## src/rtl/tile_map_sequencer.sv

```systemverilog
// tile_map_sequencer
// ------------------
// Walks one screen of tiles in row-major order. For each tile it reads the
// tile index from a synchronous tile-map RAM, then hands the tile origin and
// index to an external tile drawer. Only one draw request is in flight at a time.
//
// Parameters:
//   SCREEN_COLS  tiles per screen row    (160 px / 8)
//   SCREEN_ROWS  tile rows per screen    (120 px / 8)
//
// Ports:
//   Clock       in   1   system clock, all state changes on the rising edge
//   Reset       in   1   synchronous, active-high reset
//   Start       in   1   begin one full-screen redraw (sampled only in IDLE)
//   ScrollCol   in   7   leftmost map column, captured when Start is accepted
//   MapAddress  out  11  tile-map RAM address {row[3:0], col[6:0]}
//   MapData     in   4   tile index, valid one cycle after MapAddress
//   TileX       out  8   pixel X of the tile origin
//   TileY       out  7   pixel Y of the tile origin
//   TileSel     out  4   tile index for the drawer
//   TileEnable  out  1   one-cycle draw request
//   TileDone    in   1   drawer idle flag (1 = idle, 0 = drawing)
//   Busy        out  1   high whenever the FSM is not in IDLE
//   FrameDone   out  1   one-cycle pulse after the last tile of a frame
//   DebugState  out  3   current FSM state encoding
//
// Handshake with the drawer: a request is made only while TileDone=1, and it is
// considered finished once TileDone has dropped low and then risen again.
// TileEnable is held for exactly one cycle per request.
//
// Build option: define SKIP_EMPTY_TILE_EN to skip tiles whose index is 0
// (no draw request is made for them). Undefined, tile 0 is drawn normally.

module tile_map_sequencer #(
    parameter int SCREEN_COLS = 20,
    parameter int SCREEN_ROWS = 15
) (
    input  logic        Clock,
    input  logic        Reset,
    input  logic        Start,
    input  logic [6:0]  ScrollCol,
    output logic [10:0] MapAddress,
    input  logic [3:0]  MapData,
    output logic [7:0]  TileX,
    output logic [6:0]  TileY,
    output logic [3:0]  TileSel,
    output logic        TileEnable,
    input  logic        TileDone,
    output logic        Busy,
    output logic        FrameDone,
    output logic [2:0]  DebugState
);

    typedef enum logic [2:0] {
        IDLE      = 3'd0,
        FETCH     = 3'd1,
        LATCH     = 3'd2,
        ISSUE     = 3'd3,
        WAIT_ACK  = 3'd4,
        WAIT_DONE = 3'd5,
        ADVANCE   = 3'd6,
        FINISH    = 3'd7
    } state_t;

    localparam logic [4:0] LAST_COL = 5'(SCREEN_COLS - 1);
    localparam logic [3:0] LAST_ROW = 4'(SCREEN_ROWS - 1);

    state_t      state;
    state_t      next_state;
    logic [4:0]  col;
    logic [3:0]  row;
    logic [6:0]  scroll_q;
    logic [7:0]  tile_x;
    logic [6:0]  tile_y;
    logic [3:0]  tile_sel;
    logic [6:0]  map_col;

    // Map column wraps modulo 128; the carry never reaches the row field.
    assign map_col = 7'({2'b00, col}) + scroll_q;

    // State register and datapath registers.
    always_ff @(posedge Clock) begin
        if (Reset) begin
            state    <= IDLE;
            col      <= '0;
            row      <= '0;
            scroll_q <= '0;
            tile_x   <= '0;
            tile_y   <= '0;
            tile_sel <= '0;
        end else begin
            state <= next_state;
            case (state)
                IDLE: begin
                    if (Start) begin
                        scroll_q <= ScrollCol;
                        col      <= '0;
                        row      <= '0;
                    end
                end
                LATCH: begin
                    // The RAM read issued in FETCH is valid now.
                    tile_sel <= MapData;
                    tile_x   <= {col, 3'b000};
                    tile_y   <= {row, 3'b000};
                end
                ADVANCE: begin
                    if (col < LAST_COL) begin
                        col <= col + 5'd1;
                    end else begin
                        col <= '0;
                        if (row < LAST_ROW) begin
                            row <= row + 4'd1;
                        end
                    end
                end
                default: ;
            endcase
        end
    end

    // Next-state logic and outputs.
    always_comb begin
        next_state = state;
        TileEnable = 1'b0;
        FrameDone  = 1'b0;
        case (state)
            IDLE: begin
                if (Start) next_state = FETCH;
            end
            FETCH: begin
                next_state = LATCH;
            end
            LATCH: begin
`ifdef SKIP_EMPTY_TILE_EN
                if (MapData == 4'd0) next_state = ADVANCE;
                else                 next_state = ISSUE;
`else
                next_state = ISSUE;
`endif
            end
            ISSUE: begin
                // Request only while the drawer reports idle.
                if (TileDone) begin
                    TileEnable = 1'b1;
                    next_state = WAIT_ACK;
                end
            end
            WAIT_ACK: begin
                if (!TileDone) next_state = WAIT_DONE;
            end
            WAIT_DONE: begin
                if (TileDone) next_state = ADVANCE;
            end
            ADVANCE: begin
                if (col < LAST_COL || row < LAST_ROW) next_state = FETCH;
                else                                   next_state = FINISH;
            end
            FINISH: begin
                FrameDone  = 1'b1;
                next_state = IDLE;
            end
            default: next_state = IDLE;
        endcase
    end

    assign MapAddress = {row, map_col};
    assign TileX      = tile_x;
    assign TileY      = tile_y;
    assign TileSel    = tile_sel;
    assign Busy       = (state != IDLE);
    assign DebugState = state;

endmodule

```

## config.mk

```make
export PLATFORM = sky130hd
export DESIGN_NAME = tile_map_sequencer
export DESIGN_NICKNAME = d
export VERILOG_FILES = /design/src/rtl/tile_map_sequencer.sv
export SDC_FILE = /design/constraint.sdc
export NUM_CORES = 1
export LEC_CHECK = 0
export BUFFER_PORTS_ARGS = -buffer_cell sky130_fd_sc_hd__buf_4
export CORE_MARGIN = 2
export CORE_UTILIZATION = 45
export CTS_CLUSTER_SIZE = 16
export DETAILED_ROUTE_END_ITERATION = 10
export HOLD_SLACK_MARGIN = 0.1
export PLACE_DENSITY = 0.81
export SYNTH_ARGS = -nofsm -noshare
export SYNTH_HDL_FRONTEND = slang
export SYNTH_SLANG_ARGS = --single-unit
export TNS_END_PERCENT = 100
```

## constraint.sdc

```tcl
create_clock -name Clock -period 1.9 [get_ports Clock]
set_input_delay 0.285 -clock Clock [delete_from_list [all_inputs] [get_ports Clock]]
set_output_delay 0.285 -clock Clock [all_outputs]
set_load 0.1 [all_outputs]
```

After elaboration in Yosys (flattened, before gate mapping)
Cells that the tools add are included.

storage, ports and cells
  register bits after elaboration = 32
  bits in latches = 0
  memory bits (writable) = 0
  ROM bits = 0
  bits of input ports = 15
  word-level logic and storage cells = 49
  memories = 0

operators by class
  add/subtract/negate cells = 3
  multipliers = 0
  divide/modulo/power cells = 0
  $lt $le $gt $ge = 2
  equal/unequal tests = 13
  shift operators = 0
  multiplexer cells = 16
  bitwise operators = 0
  reductions and logical operators = 8

operators with widths
  operator                                              count
  one-hot mux 3 bit (8 select lines)                    1
  two-way mux 3 bit                                     5
  equality test 3 bit (second input constant)           4
  two-way mux 4 bit                                     3
  inequality test 2 bit (second input constant)         6
  two-way mux 5 bit                                     2
  one-hot mux 5 bit (2 select lines)                    1
  one-hot mux 4 bit (2 select lines)                    1
  AND reduction 4 bit                                   2
  adder 5 x 7 -> 7 bit                                  1
  equality test 3 x 2 -> 1 bit (second input constant)  2
  adder 5 x 1 -> 5 bit (second input constant)          1
  < comparator 5 bit (second input constant)            1
  adder 4 x 1 -> 4 bit (second input constant)          1
  < comparator 4 bit (second input constant)            1
  AND reduction 2 bit                                   2
  equality test 3 x 1 -> 1 bit (second input constant)  1
  logical NOT 3 bit                                     1
  two-way mux 1 bit                                     3
  nonzero test 3 bit                                    1
  nonzero test 2 bit                                    1
  logical OR 1 bit                                      1

Longest topological paths before layout
  word-level depth = 4
  depth in mapped cells = 6

Worst setup path before layout
OpenSTA, ideal clock, no wires.

  path type = reg2out
  from = reg col[0]
  to = out MapAddress[6]
  arrival time = 2.868 ns
  path slack = -1.253 ns
  cell stages (with the launch flop) = 7
  cell sequence = dfxtp_1 -> ha_1 -> fa_1 -> a21o_1 -> a211oi_1 -> nor2_1 -> xor2_1

between the ends
  word-level cells in the longest chain between the ends = 1

ends and longest elaborated chain
  what                    line  RTL
  from (decl)             70    logic [4:0] col;
  from (signal assigned)  109   col <= col + 5'd1;
  adder 5 x 7 -> 7 bit    79    assign map_col = 7'({2'b00, col}) + scroll_q;
  to (decl)               42    output logic [10:0] MapAddress,

Every way passes these cells.

Final worst setup path
  from = reg scroll_q[0]
  to = out MapAddress[6]

between the ends
  word-level cells in the longest chain between the ends = 1

ends and longest elaborated chain
  what                    line  RTL
  from (decl)             72    logic [6:0] scroll_q;
  from (signal assigned)  96    scroll_q <= ScrollCol;
  adder 5 x 7 -> 7 bit    79

Every way passes these cells.

==> results.md <==
* Status: finished, violations left
* Synth Cell Area at 1649 um^2
* CP Class: flip-flop to primary output
* Mapped Cells at roughly 200
* Row count at 21
* Port Buffers at 44
* Via density at between 4 and 5
* Synth Area in Compound Gates at 17.68%
* Synth area leader: dfxtp_1
* Power per standard cell area at 750.0 nW/um^2
* Min setup slack post-route at -0.4128 ns
* DP Area at 2127 um^2
* Register area share after synthesis at between 30% and 40%
* Most used DFF post-synth: dfxtp_1
* Post-DP HPWL at 2628 um
* Wire per inst at 12.38 um
* Crit path time final at 2.313 ns
* Final instance area at 2313 um^2
* Routed vias at 1492
* Syn. warnings at 0
* Synth cell count leaders: nand2_1 (46), dfxtp_1 (32), a21oi_1 (31), nand3_1 (8), nor2_1 (8)
* Hold Vio Cnt, Final at 0
* Grt total ovfl at 0
* Final period utilization at 121.7%
* Io pins at 51
* Root Buffer: clkbuf_4
* Clk slew on worst S/H paths at roughly 0.12 ns
* CP Capture Type: primary output
* WL final at 3703 um
* Residual DRC count at 0
* RSZ-0062 raised after global routing: yes
* Post-synth EDFFs at 0
* Post-synth ARST share at 0%
* Total Power at about 1.7 mW
* Worst hold path class: input pin to flip-flop
* Worst EP required at 1.62 ns
* Die Y at 64.54 um
* FF+latch count, synth at 32
* Setup_tns at -1.414 ns
* Max-Cap Viols at 0
* Core area at about 3400 um^2
* N_diodes at 0
* Cells after DPL at 290
* Max Slew Vio Count at 0
* Post-synthesis cell type count at 43
* Initial antenna violation count at 0
* Worst-Skew Late Latency at roughly 0.35 ns
* CTS tree: built
* Initial drt markers at 28
* Post-route ant nets at 0
* Final Setup Violations at 5
* Synth top area cells: dfxtp_1 (39%), nand2_1 (10%), a21oi_1 (9.4%)
* Layout area overhead at 40.29%
* H-tree levels at 2
* Crit path DAT at a little over 2 ns
* Clock skew at ~0.017 ns
* Most frequent cell after synthesis: nand2_1
* Die extent in x at 64.54 um
* Number of nets in the layout at 275
* VDD IR max at 0.5024 mV
* Die area at 4165 um^2
* Fin cells at 299
* LEAKAGE at around 1 nW
* CTS Buffer Depth at 2
* Mux contribution to synthesized area at about 1.2%
* All-Layer GR Usage at between 10% and 20%
* Maximum fanout along the worst path at 2
* CP Launch Type: flip-flop
* Largest net degree at the start of global routing at 20
* Main combinational cell family by area after synthesis: simple AND/OR/NAND/NOR gates
* Failing checks: setup timing
* Layout cells sized above 1 at 36.76%
* DRT Pass-1 Iters at 4
* Starting Density at 48.28%
* Clk sinks at 32
* Synth Area in Adders at under 10%
* Synth top area share at 38.85%
* Max Fclk at 0.4324 GHz
* Fin util at 67.73%
* CTS Buf Count at 5
* Routability congestion estimate from global placement at 0.8541
* Synth Area per Inst at 8.371 um^2
* Simple-gate share of the synthesized area at 24.36%
* Vias in the first global route at 1333
* Post-Synth XOR/XNOR Area at about 3.2%
* First-pass GRT wire length at 5816 um
==> layout by cell type (no fill, tap or decap), types with 2 or more instances in the layout <==
cell type / n
buf_12: 5
nor2_1: 7
nand2_1: 46
dfxtp_1: 24
a211oi_1: 3
conb_1: 6
nor3_1: 3
a21oi_1: 31
xor2_4: 2
clkinvlp_4: 2
nor2_2: 2
buf_4: 51
o21a_1: 2
xnor2_4: 2
inv_1: 2
nor2b_1: 3
o21ai_0: 2
dfxtp_2: 7
ha_1: 6
nand2b_1: 2
nand3b_1: 2
clkbuf_4: 5
nand3_1: 8
mux2i_1: 2
buf_6: 2
==> per-stage QoR <==
stage | worst slack (ns) | hold slack, ns
2_1_floorplan | -0.3210 | 0.4210
6_report | -0.4128 | 0.1745
4_1_cts | -0.4528 | 0.1651
3_3_place_gp | -0.1638 | 0.4430
3_5_place_dp | -0.1781 | 0.4483
5_1_grt | -0.4834 | 0.1718
==> sequential cells by signal, indices dropped and copies added, names as in the netlist <==
name and count:
row 4, TileSel 4, TileY 4, scroll_q 7, col 5, TileX 5
DebugState 3
==> cell families (layout without fill, tap and decap cells) <==
kind of cell | count (synthesis) | after routing
xor gates and xnor gates | 6 | 6
DFF | 32 | 32
buffers and inverters | 18 | 69
AOI/OAI and AO/OA | 48 | 48
other | 1 | 6
adders and majority gates | 8 | 8
muxes | 2 | 2
and+or+nand+nor | 82 | 82
==> routing by layer <==
metal / GRT usage (%) / up-vias / part of all wire [%]
met5: 0 / - / 0
met4: 7.979 / 0 / 1.5
met1: 20.45 / 675 / 44
li1: - / 775 / -
met3: 4.861 / 4 / 4.4
met2: 31.90 / 38 / 50
==> worst paths after layout <==
check                                  start            end  slack (ns)  cells past startpoint
worst min register to register      TileX[4]       TileX[4]        0.46                      2
worst max-delay path             scroll_q[0]  MapAddress[6]       -0.41                      7
worst min-delay path            ScrollCol[0]    scroll_q[0]        0.17                      3
worst max register to register        col[0]         row[2]        0.41                      5
==> what timing repair did <==
action,4_1_cts,5_1_grt
pin swaps,3,1
gates resized for setup,18,6
hold buffers,0,0
setup endpoints to repair,7,7
setup buffers,0,1
==> cell type report <==
type,count,area (um^2)
clock inverter,3,42.54
clock buffer,5,37.54
timing repair buffer,58,505.5
fill,295,1102
sequential,32,653.1
multi-input combinational,152,1002
tap,46,57.56
inverter,3,15.01
==> critical path: stages (launching register included) <==
cell and delay (ns):
dfxtp_2 0.35, ha_4 0.16, fa_2 0.34, a21o_1 0.19, a211oi_2 0.20, nor2_2 0.09
xor2_4 0.15, buf_12 0.19
==> where the power goes <==
part | internal, mW | leakage, nW | total [mW] | switching, mW
logic | 0.142 | 0.680 | 0.491 | 0.349
clock network | 0.274 | 0.0412 | 0.518 | 0.244
registers | 0.694 | 0.263 | 0.726 | 0.0319
total | 1.11 | 0.985 | 1.74 | 0.625
(Power assumes the default switching activity.)
